File: config.mk
export PLATFORM = sky130hd
export DESIGN_NAME = calc_mem_ctrl
export DESIGN_NICKNAME = d
export VERILOG_FILES = /design/src/rtl/calc_mem_ctrl.sv
export SDC_FILE = /design/constraint.sdc
export NUM_CORES = 1
export LEC_CHECK = 0
export CORE_MARGIN = 10
export CORE_UTILIZATION = 40
export CTS_CLUSTER_DIAMETER = 50
export DETAILED_ROUTE_END_ITERATION = 10
export GPL_TIMING_DRIVEN = 0
export MAX_ROUTING_LAYER = met4
export PLACE_DENSITY = 0.62
export SLEW_MARGIN = 20
export SYNTH_ARGS = -nofsm -noshare
export SYNTH_HDL_FRONTEND = slang
export SYNTH_SLANG_ARGS = --single-unit
File: constraint.sdc
create_clock -name clk -period 3 [get_ports clk]
set_clock_uncertainty 0.1 [all_clocks]
set_input_delay 0.9 -clock clk [delete_from_list [all_inputs] [get_ports clk]]
set_output_delay 0.9 -clock clk [all_outputs]
set_load 0.1 [all_outputs]
File: src/rtl/calc_mem_ctrl.sv
// calc_mem_ctrl: command-driven save/recall controller over a small circular
// history buffer. Each command runs IDLE -> EXEC -> RESP, one command in flight.
module calc_mem_ctrl #(
  parameter int unsigned WIDTH = 16,
  parameter int unsigned DEPTH = 4
) (
  input  logic                     clk,
  input  logic                     rst_n,
  input  logic [3:0]               Escolha,
  input  logic                     cmd_valid,
  output logic                     cmd_ready,
  input  logic [WIDTH-1:0]         din,
  output logic                     rsp_valid,
  input  logic                     rsp_ready,
  output logic [WIDTH-1:0]         rsp_data,
  output logic                     rsp_err,
  output logic [$clog2(DEPTH):0]   count
);

  localparam int unsigned PtrW = $clog2(DEPTH);
  localparam int unsigned CntW = PtrW + 1;

  localparam logic [3:0] OpSave         = 4'b1111;
  localparam logic [3:0] OpRecallLast   = 4'b1110;
  localparam logic [3:0] OpRecallOldest = 4'b1010;
  localparam logic [3:0] OpClear        = 4'b0000;

  typedef enum logic [1:0] {StIdle, StExec, StResp} state_e;

  state_e            state_q, state_d;
  logic [3:0]        op_q, op_d;
  logic [WIDTH-1:0]  din_q, din_d;
  logic [PtrW-1:0]   wr_ptr_q, wr_ptr_d;
  logic [CntW-1:0]   count_q, count_d;
  logic [WIDTH-1:0]  rsp_data_q, rsp_data_d;
  logic              rsp_err_q, rsp_err_d;
  logic              mem_we;
  logic [PtrW-1:0]   last_idx, oldest_idx;

  logic [WIDTH-1:0]  mem [DEPTH];

  // Newest entry sits just behind the write pointer; the oldest is count slots
  // behind it. With a full buffer the count's low bits are zero, so the oldest
  // index lands on the write pointer, which is the slot about to be overwritten.
  assign last_idx   = wr_ptr_q - PtrW'(1);
  assign oldest_idx = wr_ptr_q - count_q[PtrW-1:0];

  assign cmd_ready = (state_q == StIdle);
  assign rsp_valid = (state_q == StResp);
  assign rsp_data  = rsp_data_q;
  assign rsp_err   = rsp_err_q;
  assign count     = count_q;

  // Next-state: latch on acceptance, execute the operation in EXEC, hold in RESP.
  always_comb begin
    state_d    = state_q;
    op_d       = op_q;
    din_d      = din_q;
    wr_ptr_d   = wr_ptr_q;
    count_d    = count_q;
    rsp_data_d = rsp_data_q;
    rsp_err_d  = rsp_err_q;
    mem_we     = 1'b0;
    case (state_q)
      StIdle: begin
        if (cmd_valid) begin
          op_d    = Escolha;
          din_d   = din;
          state_d = StExec;
        end
      end
      StExec: begin
        state_d    = StResp;
        rsp_data_d = '0;
        rsp_err_d  = 1'b0;
        case (op_q)
          OpSave: begin
            mem_we     = 1'b1;
            wr_ptr_d   = wr_ptr_q + PtrW'(1);
            rsp_data_d = din_q;
            if (count_q != CntW'(DEPTH)) count_d = count_q + CntW'(1);
          end
          OpRecallLast: begin
            if (count_q == '0) rsp_err_d = 1'b1;
            else               rsp_data_d = mem[last_idx];
          end
          OpRecallOldest: begin
            if (count_q == '0) rsp_err_d = 1'b1;
            else               rsp_data_d = mem[oldest_idx];
          end
          OpClear: begin
            count_d  = '0;
            wr_ptr_d = '0;
          end
          default: ;
        endcase
      end
      StResp: begin
        if (rsp_ready) state_d = StIdle;
      end
      default: state_d = StIdle;
    endcase
  end

  // Control and response registers; reset abandons any in-flight command.
  always_ff @(posedge clk or negedge rst_n) begin
    if (!rst_n) begin
      state_q    <= StIdle;
      op_q       <= '0;
      din_q      <= '0;
      wr_ptr_q   <= '0;
      count_q    <= '0;
      rsp_data_q <= '0;
      rsp_err_q  <= 1'b0;
    end else begin
      state_q    <= state_d;
      op_q       <= op_d;
      din_q      <= din_d;
      wr_ptr_q   <= wr_ptr_d;
      count_q    <= count_d;
      rsp_data_q <= rsp_data_d;
      rsp_err_q  <= rsp_err_d;
    end
  end

  // Storage array: contents survive reset and CLEAR.
  always_ff @(posedge clk) begin
    if (mem_we) mem[wr_ptr_q] <= din_q;
  end

endmodule
## Word-level counts from Yosys, hierarchy flattened

Memory sizes are Yosys's and may differ from the RTL's.
Index checks and enable logic that the tools add are counted.

- Memory bits (writable): 64
- Memory bits (read-only): 0
- Bits in registers: 44
- Input port bits: 24
- Latch bits: 0
- Memories kept: 1

- $lt $le $gt $ge: 0
- Divide/modulo/power cells: 0
- Add/subtract/negate cells: 4
- Multiply operators: 0
- Equal/unequal tests: 9
- Mux-type cells: 15
- Reductions and logical operators: 9
- Shifts and indexed selects: 0
- Bitwise gates (word level): 0

Memory list:

| memory | depth | width | read ports | clocked after memory_dff | wr ports | line | source |
|---|---|---|---|---|---|---|---|
| mem | 4 | 16 | 2 | 0 | 1 | 40 | `logic [WIDTH-1:0] mem [DEPTH];` |

Operators by type and width:

| cell | count |
|---|---|
| one-hot mux 16 bit (3 select lines) | 1 |
| two-way mux 16 bit | 2 |
| equality test 4 bit (second input constant) | 3 |
| two-way mux 1 bit | 6 |
| one-hot mux 2 bit (3 select lines) | 1 |
| one-hot mux 3 bit (2 select lines) | 1 |
| AND reduction 2 bit | 3 |
| zero test 4 bit | 1 |
| two-way mux 2 bit | 2 |
| inequality test 2 bit (second input constant) | 2 |
| one-hot mux 2 bit (2 select lines) | 1 |
| adder 3 x 1 -> 3 bit (second input constant) | 1 |
| zero test 3 bit | 1 |
| two-way mux 3 bit | 1 |
| inequality test 3 bit (second input constant) | 1 |
| AND reduction 3 bit | 1 |
| adder 2 x 1 -> 2 bit (second input constant) | 1 |
| equality test 2 x 1 -> 1 bit (second input constant) | 1 |
| equality test 2 bit (second input constant) | 1 |
| zero test 2 bit | 1 |
| inequality test 2 x 1 -> 1 bit (second input constant) | 1 |
| nonzero test 2 bit | 1 |
| OR reduction 2 bit | 1 |
| subtractor 2 x 1 -> 2 bit (second input constant) | 1 |
| subtractor 2 bit | 1 |

## Depth between registers and ports, before layout

- Depth in word-level cells: 5
- Mapped depth: 9
- Depth with buffers taken out: 6

## Least setup slack after synthesis

No wires, ideal clock.

- Path kind: flip-flop to flip-flop
- Start point: reg state_q[0]
- End point: reg din_q[0]
- Required time: 2.775 ns
- Cell stages (with the launch flop): 5
- Path buffers: 1
- Setup time: 0.125 ns
- Arrival time: 2.524 ns
- Slack: 0.251 ns
- Cells stage by stage: dfrtp_1 -> nor2_1 -> and2_1 -> buf_2 -> mux2_2

- Word-level cells in the longest chain between the ends: 2

RTL lines:

| element | line | source |
|---|---|---|
| start: declaration | 30 | `state_e state_q, state_d;` |
| start signal: assignment | 108 | `state_q <= StIdle;` |
| start signal: assignment | 116 | `state_q <= state_d;` |
| zero test 2 bit | - |  |
| net cmd_ready | 11 | `output logic cmd_ready,` |
| AND reduction 2 bit (no line) | - |  |
| end signal: assignment | 118 | `din_q <= din_d;` |
| end: declaration | 32 | `logic [WIDTH-1:0] din_q, din_d;` |

The timed path passes the listed nets, and every way through them passes these cells.
A chain may end at the register's enable or synchronous reset.

## Final worst setup path

- Start point: reg rsp_data_q[9], in the netlist rsp_data[9]
- End point: out rsp_data[9]

RTL lines:

| element | line | source |
|---|---|---|
| start: declaration | 35 | `logic [WIDTH-1:0] rsp_data_q, rsp_data_d;` |
| start signal: assignment | 121 | `rsp_data_q <= rsp_data_d;` |
| end: declaration | 15 | `output logic [WIDTH-1:0] rsp_data,` |

No word-level cell between the ends.

==> flow_summary.yaml <==
global_route:
  grt.overflow.total: 0
  grt_antenna_before_repair: 0
  track_usage_pct: 14.8
  grt_pass1_wl_um: 18400
  grt_pass1_vias: 3344
  grt_max_degree: 30
placed_design:
  io_buffers: 45
  dp_slack_ns: -0.178
  hpwl_um: 7610
  gp_congestion: 0.778
timing:
  worst_slew_pin_slew_ns: 0.985
  worst_slack_ns: 0.110
  min_period_ns: 2.89
  rsz0062_at_grt: "no"
  timing.final.crit_share_pct: 96.3
  hold_violations: 0
  relSlewSlack_pct: 34.1
  setup-tns-final_ns: 0
  slew_viol_final: 0
  fmax_ghz: 0.346
  setup_violations: 0
worst_setup_path:
  critPathKind: "flop to primary output"
  cp.arrival_ns: 1.89
  critPathLaunchType: "flop"
  critPathCaptureType: "primary output"
  crit_family: "buffers and inverters"
  crit_fanout: 2
  worstPathCellList: "clkdlybuf4s50_1"
  max_stage_delay_ns: 1.15
  cpMaxStageDelayCell: "clkdlybuf4s50_1"
  cp.required_ns: 2.00
  critPathBufInv: 1
die:
  fp-row-count: 40
  core_um2: 12000
  die_x_um: 131
  die_h_um: 131
  initial_utilization_pct: 41.0
  die_area_um2: 17100
  io_pins: 46
pwr:
  ir_drop_v: 0.000538
  p_per_area_nw_per_um2: 1080
  power_leakage_nw: 2.40
synthesis:
  synth_compound_area_share_pct: 11.2
  syn-num-nets: 376
  netlist-cell-type-count: 34
  ys_warn_count: 0
  synthAdderAreaFrac_pct: 1.78
  yosys.area.top_type: "edfxtp_1"
  synth_area_leaders: "edfxtp_1, dfrtp_1, mux4_1"
  syn_area_um2: 4920
  ys_seq_area_share_pct: 61.4
  synthXorXnorAreaFrac_pct: 0.941
  synth-simple-area-share_pct: 8.09
  synth_top_family_by_area: "multiplexers"
  synth_top_area_share_pct: 39.1
  syn_avg_cell_area_um2: 14.3
  synth_mux_area_share_pct: 13.6
  syn_inst: 345
  ys_seq_elements: 108
final_layout:
  nets: 432
  regArea_um2: 3020
  insertedDiodeCount: 0
  drive_gt1_share_pct: 13.3
  n_fill_cell: 1045
  multi_input_area_um2: 1750
  area.growth.synth_to_final_pct: 19.5
clock_network:
  clk_latency_ns: 0.35
  cts_tree: "done"
  cts.clk_slew.worst_paths_ns: 0.07
  cts_root_buf: "clkbuf_16"
  numClockSinks: 108
  cts_buffers: 9
  cts_buffer_depth: 2
  cts_max_level: 3
flow_run:
  max-cap-violations: 0
drt:
  ant_nets: 0
  drt_wl_total_um: 11600
  drt_iter0_drc: 267
  route.vias.total: 3136
  wl_per_cell_um: 21.0
  drt-pass1-iter-count: 5
  drc: 0
  avgViaCountPerCell: 5.67
hold_path:
  hold_class: "primary input to asynchronous set/reset pin"
outcome:
  outcome: "completed"
-- layout by cell type (no fill, tap or decap), drive strengths merged, types with 2 or more instances in the layout --
master,instances
buf,16
a31oi,2
nand2,64
mux2,20
nand4,2
nor2,7
nand2b,3
a21oi,34
dlygate4sd2,3
and4,2
nor2b,2
dlymetal6s2s,2
inv,9
dfrtp,44
edfxtp,64
mux4,17
a22o,16
o21ai,4
and3,5
clkdlybuf4s50,39
a2111o,15
ha,7
clkbuf,16
-- logic make-up after synthesis --
| group | after synthesis |
|---|---|
| AO/OA/AOI/OAI | 75 |
| multiplexers | 37 |
| XOR/XNOR | 2 |
| buffers and inverters | 26 |
| AND/OR/NAND/NOR | 90 |
| adder cells (fa/ha/maj) | 7 |
| flip-flops | 108 |
-- cells in the mapped netlist --
cell / count
edfxtp_1: 64
nand2_1: 64
dfrtp_1: 44
a21oi_1: 34
mux2_2: 20
a22o_1: 16
mux4_1: 16
a2111o_1: 15
buf_2: 10
ha_1: 7
nor2_1: 7
clkbuf_1: 6
inv_1: 6
and3_1: 5
o21ai_0: 4
buf_6: 3
nand2b_1: 3
a31oi_1: 2
and4_1: 2
nand4_1: 2
nor2b_1: 2
a32o_1: 1
a32oi_1: 1
a41o_1: 1
and2_1: 1
and4bb_2: 1
buf_12: 1
mux4_2: 1
nand3_1: 1
nand4b_1: 1
nor4_1: 1
o2bb2ai_1: 1
xnor3_1: 1
xor3_1: 1
-- through the flow --
stage / instance area, um^2 / instances / hold WS, ns / utilization (%) / power (mW)
finish: 5880 / 553 / 0.379 / 48.9 / 6.35
global route: 5880 / 553 / 0.398 / 48.9 / 6.69
CTS: 5880 / 554 / 0.387 / 48.9 / 6.42
global placement: 5560 / 537 / 0.388 / 46.3 / 5.12
floorplan: 4920 / 345 / 0.392 / - / 4.37
detailed placement: 5570 / 538 / 0.395 / 46.4 / 5.19
-- area by class of cell --
| type | instances | area share, % |
|---|---|---|
| Multi-Input combinational cell | 211 | 29.8 |
| Buffer | 19 | 2.11 |
| Inverter | 6 | 0.383 |
| Clock inverter | 5 | 1.13 |
| Tap cell | 147 | 3.13 |
| Sequential cell | 108 | 51.4 |
| Clock buffer | 11 | 4.13 |
| Timing Repair Buffer | 46 | 7.94 |
-- flip-flops by register name, summed over array words and instances (netlist names) --
signal and cells:
count 3, din_q 16, mem 64, op_q 4, rsp_data 16, rsp_err 1
state_q 2, wr_ptr_q 2
-- metal layers --
layer	GRT usage [%]	vias up	wire length [um]
met4	4.45	0	184
met2	24.8	97	5730
met1	17.2	1578	4820
li1	-	1441	-
met3	3.99	20	860
met5	-	-	0
-- worst paths after layout --
check,endpoint,start,cells after the start,slack (ns)
worst max-delay path,rsp_data[9],rsp_data[9],1,0.11
worst min-delay path,din_q[2],rst_n,1,0.38
worst max register to register,rsp_data[4],wr_ptr_q[0],7,0.25
worst min register to register,rsp_err,rsp_err,1,0.41
max in group asynchronous,rsp_data[8],rst_n,2,1.92
min in group clk,rsp_err,rsp_err,1,0.41
-- timing repair --
action,in CTS,in global routing
resized for setup,4,2
setup endpoints to repair,12,11
pin swaps,0,0
hold endpoints to repair,0,0
setup buffers,0,0
hold buffers,0,0
-- where the power goes --
group,leakage [nW],switching (mW),internal [mW],total (mW)
Combinational,1.12,1.85,0.992,2.84
Clock,0.154,0.535,0.684,1.22
Sequential,1.13,0.313,1.98,2.30
(Power assumes the default switching activity.)
